$ cat config.mk
export PLATFORM = sky130hd
export DESIGN_NAME = game_sequencer
export DESIGN_NICKNAME = d
export VERILOG_FILES = /design/src/rtl/game_pkg.sv /design/src/rtl/lfsr_random.sv /design/src/rtl/game_sequencer.sv
export SDC_FILE = /design/constraint.sdc
export NUM_CORES = 1
export LEC_CHECK = 0
export ABC_AREA = 1
export CAP_MARGIN = 20
export CORE_ASPECT_RATIO = 0.5
export CORE_UTILIZATION = 50
export CTS_CLUSTER_SIZE = 40
export DETAILED_ROUTE_END_ITERATION = 7
export PLACE_DENSITY = 0.85
export RECOVER_POWER = 100
export SLEW_MARGIN = 20
export SYNTH_ARGS = -nofsm -noshare
export SYNTH_HDL_FRONTEND = slang
export SYNTH_HIERARCHICAL = 1
export SYNTH_SLANG_ARGS = --single-unit
$ cat constraint.sdc
create_clock -name clk -period 2.9 [get_ports clk]
set_input_delay 0.29 -clock clk [delete_from_list [all_inputs] [get_ports clk]]
set_output_delay 0.29 -clock clk [all_outputs]
set_load 0.01 [all_outputs]
$ cat src/rtl/game_pkg.sv
// Shared state codes, arrow codes and the arrow-to-direction decode used by
// the game sequencer and the seven-segment display block.
package game_pkg;

  localparam int STATE_BITS = 2;

  typedef enum logic [STATE_BITS-1:0] {
    ST_GAME  = 2'd0,
    ST_PAUSE = 2'd1,
    ST_RESET = 2'd2
  } game_state_t;

  localparam int ARROW_BITS = 5;
  localparam int NUM_ARROWS = 10;

  localparam logic [ARROW_BITS-1:0] ARROW_UP         = 5'd10;
  localparam logic [ARROW_BITS-1:0] ARROW_DOWN       = 5'd11;
  localparam logic [ARROW_BITS-1:0] ARROW_LEFT       = 5'd12;
  localparam logic [ARROW_BITS-1:0] ARROW_RIGHT      = 5'd13;
  localparam logic [ARROW_BITS-1:0] ARROW_UP_DOWN    = 5'd14;
  localparam logic [ARROW_BITS-1:0] ARROW_UP_LEFT    = 5'd15;
  localparam logic [ARROW_BITS-1:0] ARROW_UP_RIGHT   = 5'd16;
  localparam logic [ARROW_BITS-1:0] ARROW_DOWN_LEFT  = 5'd17;
  localparam logic [ARROW_BITS-1:0] ARROW_DOWN_RIGHT = 5'd18;
  localparam logic [ARROW_BITS-1:0] ARROW_LEFT_RIGHT = 5'd19;
  localparam logic [ARROW_BITS-1:0] ARROW_NONE       = 5'd20;

  localparam int SCORE_MAX = 9999;

  // Button bit order is {right, left, down, up}.
  localparam logic [3:0] DIR_UP    = 4'b0001;
  localparam logic [3:0] DIR_DOWN  = 4'b0010;
  localparam logic [3:0] DIR_LEFT  = 4'b0100;
  localparam logic [3:0] DIR_RIGHT = 4'b1000;

  function automatic logic [3:0] arrow_dir_mask(input logic [ARROW_BITS-1:0] arrow);
    logic [3:0] m;
    m = 4'b0000;
    case (arrow)
      ARROW_UP:         m = DIR_UP;
      ARROW_DOWN:       m = DIR_DOWN;
      ARROW_LEFT:       m = DIR_LEFT;
      ARROW_RIGHT:      m = DIR_RIGHT;
      ARROW_UP_DOWN:    m = DIR_UP | DIR_DOWN;
      ARROW_UP_LEFT:    m = DIR_UP | DIR_LEFT;
      ARROW_UP_RIGHT:   m = DIR_UP | DIR_RIGHT;
      ARROW_DOWN_LEFT:  m = DIR_DOWN | DIR_LEFT;
      ARROW_DOWN_RIGHT: m = DIR_DOWN | DIR_RIGHT;
      ARROW_LEFT_RIGHT: m = DIR_LEFT | DIR_RIGHT;
      default:          m = 4'b0000;
    endcase
    return m;
  endfunction

endpackage

$ cat src/rtl/lfsr_random.sv
// Fibonacci LFSR with step enable; the state register is the output.
// Feedback x^W + x^(W-1) + 1 is maximal-length for the 6-bit default.
module lfsr_random #(
  parameter int               WIDTH = 6,
  parameter logic [WIDTH-1:0] SEED  = 6'b101101
) (
  input  logic             clk,
  input  logic             rst_n,
  input  logic             step,
  output logic [WIDTH-1:0] value
);

  logic feedback;
  assign feedback = value[WIDTH-1] ^ value[WIDTH-2];

  always_ff @(posedge clk or negedge rst_n) begin
    if (!rst_n) begin
      value <= SEED;
    end else if (step) begin
      value <= {value[WIDTH-2:0], feedback};
    end
  end

endmodule

$ cat src/rtl/game_sequencer.sv
// Arrow-queue game controller: beat sync, press judging, score/combo and GAME/PAUSE/RESET.
// DOUBLE_ARROW_EN adds the two-direction arrows (codes 14..19) to the random arrow source.
module game_sequencer #(
  parameter int                     RANDOM_BITS = 6,
  parameter logic [RANDOM_BITS-1:0] LFSR_SEED   = 6'b101101,
  parameter int                     SCORE_MAX   = game_pkg::SCORE_MAX
) (
  input  logic                            clk,
  input  logic                            rst_n,
  input  logic                            metronome_clk,
  input  logic [3:0]                      btn,
  input  logic                            pause_req,
  input  logic                            reset_req,
  output logic [game_pkg::STATE_BITS-1:0] state,
  output logic [4:0]                      cur_arrow0,
  output logic [4:0]                      cur_arrow1,
  output logic [4:0]                      cur_arrow2,
  output logic [4:0]                      cur_arrow3,
  output logic [13:0]                     score,
  output logic [13:0]                     combo_count,
  output logic                            combo_enable
);
  import game_pkg::*;

`ifdef DOUBLE_ARROW_EN
  localparam int ARROW_SPAN = 10;
`else
  localparam int ARROW_SPAN = 4;
`endif

  localparam logic [13:0] SCORE_LIM = 14'(SCORE_MAX);

  game_state_t state_q, state_d;

  logic [2:0]             meter_sync;
  logic                   beat;
  logic [3:0]             press_mask;
  logic [RANDOM_BITS-1:0] lfsr_value;
  logic [4:0]             new_arrow;
  logic                   hit;
  logic                   lfsr_step;

  assign state     = state_q;
  assign new_arrow = ARROW_UP + 5'(int'(lfsr_value) % ARROW_SPAN);
  // A press landing in the beat cycle still belongs to the closing window.
  assign hit       = ((press_mask | btn) == arrow_dir_mask(cur_arrow3));
  assign lfsr_step = (state_q == ST_GAME) && beat && !reset_req;

  lfsr_random #(
    .WIDTH (RANDOM_BITS),
    .SEED  (LFSR_SEED)
  ) u_lfsr (
    .clk   (clk),
    .rst_n (rst_n),
    .step  (lfsr_step),
    .value (lfsr_value)
  );

  always_ff @(posedge clk or negedge rst_n) begin
    if (!rst_n) begin
      state_q <= ST_RESET;
    end else begin
      state_q <= state_d;
    end
  end

  always_comb begin
    state_d = state_q;
    if (reset_req) begin
      state_d = ST_RESET;
    end else begin
      case (state_q)
        ST_RESET: state_d = ST_GAME;
        ST_GAME:  if (pause_req) state_d = ST_PAUSE;
        ST_PAUSE: if (pause_req) state_d = ST_GAME;
        default:  state_d = ST_RESET;
      endcase
    end
  end

  always_ff @(posedge clk or negedge rst_n) begin
    if (!rst_n) begin
      meter_sync   <= '0;
      beat         <= 1'b0;
      press_mask   <= '0;
      cur_arrow0   <= ARROW_NONE;
      cur_arrow1   <= ARROW_NONE;
      cur_arrow2   <= ARROW_NONE;
      cur_arrow3   <= ARROW_NONE;
      score        <= '0;
      combo_count  <= '0;
      combo_enable <= 1'b0;
    end else begin
      // [0],[1] synchronize the beat square wave; [2] is the edge-detect history.
      meter_sync <= {meter_sync[1:0], metronome_clk};
      beat       <= meter_sync[1] & ~meter_sync[2];

      if (reset_req) begin
        press_mask   <= '0;
        cur_arrow0   <= ARROW_NONE;
        cur_arrow1   <= ARROW_NONE;
        cur_arrow2   <= ARROW_NONE;
        cur_arrow3   <= ARROW_NONE;
        score        <= '0;
        combo_count  <= '0;
        combo_enable <= 1'b0;
      end else begin
        case (state_q)
          ST_GAME: begin
            if (beat) begin
              if (cur_arrow3 != ARROW_NONE) begin
                if (hit) begin
                  if (score < SCORE_LIM)       score       <= score + 14'd1;
                  if (combo_count < SCORE_LIM) combo_count <= combo_count + 14'd1;
                end else begin
                  combo_count <= '0;
                end
              end
              cur_arrow3 <= cur_arrow2;
              cur_arrow2 <= cur_arrow1;
              cur_arrow1 <= cur_arrow0;
              cur_arrow0 <= new_arrow;
              press_mask <= '0;
            end else if (pause_req) begin
              press_mask <= '0;
            end else begin
              press_mask <= press_mask | btn;
            end
          end
          ST_PAUSE: begin
            if (pause_req) begin
              combo_enable <= 1'b0;
            end else if (|btn) begin
              combo_enable <= ~combo_enable;
            end
          end
          default: begin
            press_mask <= '0;
          end
        endcase
      end
    end
  end

endmodule

==> out/results.txt <==
status: complete, but fails checks
failing checks: hold timing
number of port buffers: 59
leading register cell type out of synthesis: dfrtp_1
Post-synth EDFFs: 0
cell area after synthesis: 3830 µm²
share of layout cells above drive strength 1: 12.1%
power per cell area: 514 nW/µm²
synth unique cells: 39
DR pass1 iterations: 5
most numerous cell on the critical path: nand2_1
P&R area growth vs syn: 24.4%
Final TNS setup: 0 ns
# nets final: 565
DRT iter0 DRCs: 276
cts bufs inserted: 9
Worst EP arrival: 2.69 ns
Crit Path Class: in -> reg
worst hold slack: -0.0449 ns
top cell type by total area after synthesis: dfrtp_1
vias in the first global route: 3,194
Synth Net Count: 502
worst stage delay on the critical path: 0.55 ns
CTS clk-pin slew, worst paths: 0.05 ns
width of the die: 126 µm
H-Tree Depth: 3
grt ovf: 0
CP top delay family: simple AND/OR/NAND/NOR gates
post-CTS setup buffer count: 0
Slew @ Worst Pin: 0.838 ns
syn_area_per_cell: 7.88 µm²
Worst-Skew Late Latency: 0.33 ns
Ant. Diodes: 0
Buf/Inv on CP: 4
slew margin rel.: 44.1%
die area: 8030 µm²
WL final: 9000 µm
post-layout util: 64.6%
GRT Overall Usage: 24.7%
Synth Instances: 486
via count: 3,393
Initial Util: 51.9%
fmax: 405 MHz
Slew Limit Fails: 0
CP cell instances: dlygate4sd3_1 -> inv_1 -> nand2_1 -> inv_2 -> nor2_8 -> nand3_4 -> inv_4 -> nand2_1 -> o21ai_0 -> nor2_1
RSZ-0062 raised after global routing: no
CTS tree: yes
HP Class: in -> async
clock sinks: 65
worst vdd ir: 318 µV
slowest cell on the critical path: dlygate4sd3_1
IO Pins: 60
CP startpoint kind: primary input
Final Setup Violations: 0
period utilisation layout: 85.1%
row count: 22
Hold Fails Final Rpt: 34
Max Cap Viol: 0
largest net degree at the start of global routing: 48
Pleak: 2.35 nW
clk buf depth: 2
asr flop ratio synth: 100%
#FFs+latches synth: 65
reg2reg start: state[0]$_DFFE_PN0P_
DRC violations left: 0
initial antenna violation count: 0
HPWL after DPL: 6360 µm
# fillers: 627
CP Capture Type: register
Clock Skew: 0.00665 ns
first-pass GRT wire length: 15,300 µm
register area share after synthesis: 42.9%
top-count cell post-synth: nand2_1
total number of yosys warnings: 6
total core area: 7380 µm²
Yosys top cell area share: 34.0%
Final GP Congestion: 0.925
Hold Buf Count CTS: 0
Die Height: 63.9 µm
Period minus WS final: 2.47 ns
ANT nets after route: 0
synth top area cells: dfrtp_1, nand2_1, dfstp_2
Critical Path RT: 3.12 ns
Synth top cells by count: nand2_1, inv_1, nor2_1, dfrtp_1, nand3_1
via/cell ratio: 5.22
worst-path fanout max: 24
# resized after CTS: 0
Critical Path Source: reset_req
root buffer cell: clkbuf_16
WL/cell: 13.8 µm
layer usage:
layer	vias to the layer above	wire length (µm)	GRT usage (%)
li1	1683	-	-
met4	0	173	9.04
met5	-	0	0
met1	1584	4190	32.6
met2	108	4140	39.0
met3	18	492	7.04
layout make-up:
cell class / instances / area, µm² / area share [%]
timing repair buffer: 63 / 607 / 12.7
clock buffer: 14 / 284 / 5.96
clock inverter: 2 / 35.0 / 0.736
sequential: 65 / 1640 / 34.5
inverter: 71 / 274 / 5.75
tap: 96 / 120 / 2.52
multi-input combinational: 339 / 1800 / 37.8
flip-flops by register name (all words and copies together), names as in the netlist:
register and cells:
combo_enable 1, state 2, score 14, cur_arrow1 5
combo_count 14, beat 1, press_mask 4, meter_sync 3
cur_arrow2 5, cur_arrow0 5, cur_arrow3 5, u_lfsr/value 6
through the flow:
step / total power [mW] / cells / hold slack, ns / setup WS [ns] / instance area, µm²
2_1_floorplan: 1.22 / 486 / -0.00559 / 1.05 / 3830
3_3_place_gp: 1.32 / 634 / 0.333 / 0.505 / 4480
3_5_place_dp: 1.34 / 634 / 0.337 / 0.445 / 4480
4_1_cts: 2.48 / 650 / 0.172 / 0.702 / 4800
5_1_grt: 2.55 / 650 / 0.00807 / 0.270 / 4760
6_report: 2.45 / 650 / -0.0449 / 0.431 / 4760
cell families (layout without fill, tap and decap cells):
| group | count (synthesis) | count (layout) | share of synthesized area [%] |
|---|---|---|---|
| adder cells (fa/ha/maj) | 7 | 7 | 2.29 |
| flip-flops | 65 | 65 | 42.9 |
| buffers and inverters | 82 | 150 | 9.41 |
| AO/OA/AOI/OAI | 43 | 43 | 7.06 |
| XOR/XNOR | 14 | 14 | 3.20 |
| AND/OR/NAND/NOR | 275 | 275 | 35.1 |
power by group:
part	total [mW]	internal (mW)	switching, mW
logic	0.271	0.104	0.168
registers	1.03	0.980	0.0539
clock network	1.14	0.758	0.386
path summary, 6_finish.rpt:
kind                                               to  slack, ns  cells past startpoint
min in group clk              meter_sync[1]$_DFF_PN0_       0.34                      0
min                              score[6]$_DFFE_PN0P_      -0.04                      1
max                        combo_count[2]$_DFFE_PN0P_       0.43                     10
min reg2reg                   meter_sync[1]$_DFF_PN0_       0.34                      0
max in group asynchronous   cur_arrow2[2]$_DFFE_PN1P_       2.03                      2
max reg2reg                combo_count[2]$_DFFE_PN0P_       0.52                     10
layout by cell type (no fill, tap or decap), types with 2 or more instances in the layout:
cell             synthesis  final
o32ai_1                  2      2
o31ai_1                  2      2
nor2_2                   6      6
nand4_1                  7      7
clkbuf_8                 0      4
xor2_1                  12     12
nand2_2                  8      6
nor3_1                   7      7
ha_1                     7      7
dfstp_2                 13     13
a22oi_1                  7      7
nand3_4                  2      2
nand3b_1                 2      2
nor2_8                   3      3
clkbuf_16                0      9
nand2_1                120    122
o21ai_2                  2      2
xnor2_1                  2      2
dfrtp_1                 52     52
inv_1                   64     65
o21ai_0                  4      9
dlygate4sd3_1            0     53
nand2_4                  3      3
clkdlybuf4s50_1          0      5
o22ai_1                 10     10
nand3_2                 12      8
buf_4                    1      2
clkbuf_1                 4      4
a21oi_1                  8      8
nand3_1                 46     50
nor2_1                  56     56
inv_2                    5      4
Note: power is estimated with default switching activity, not from simulation.
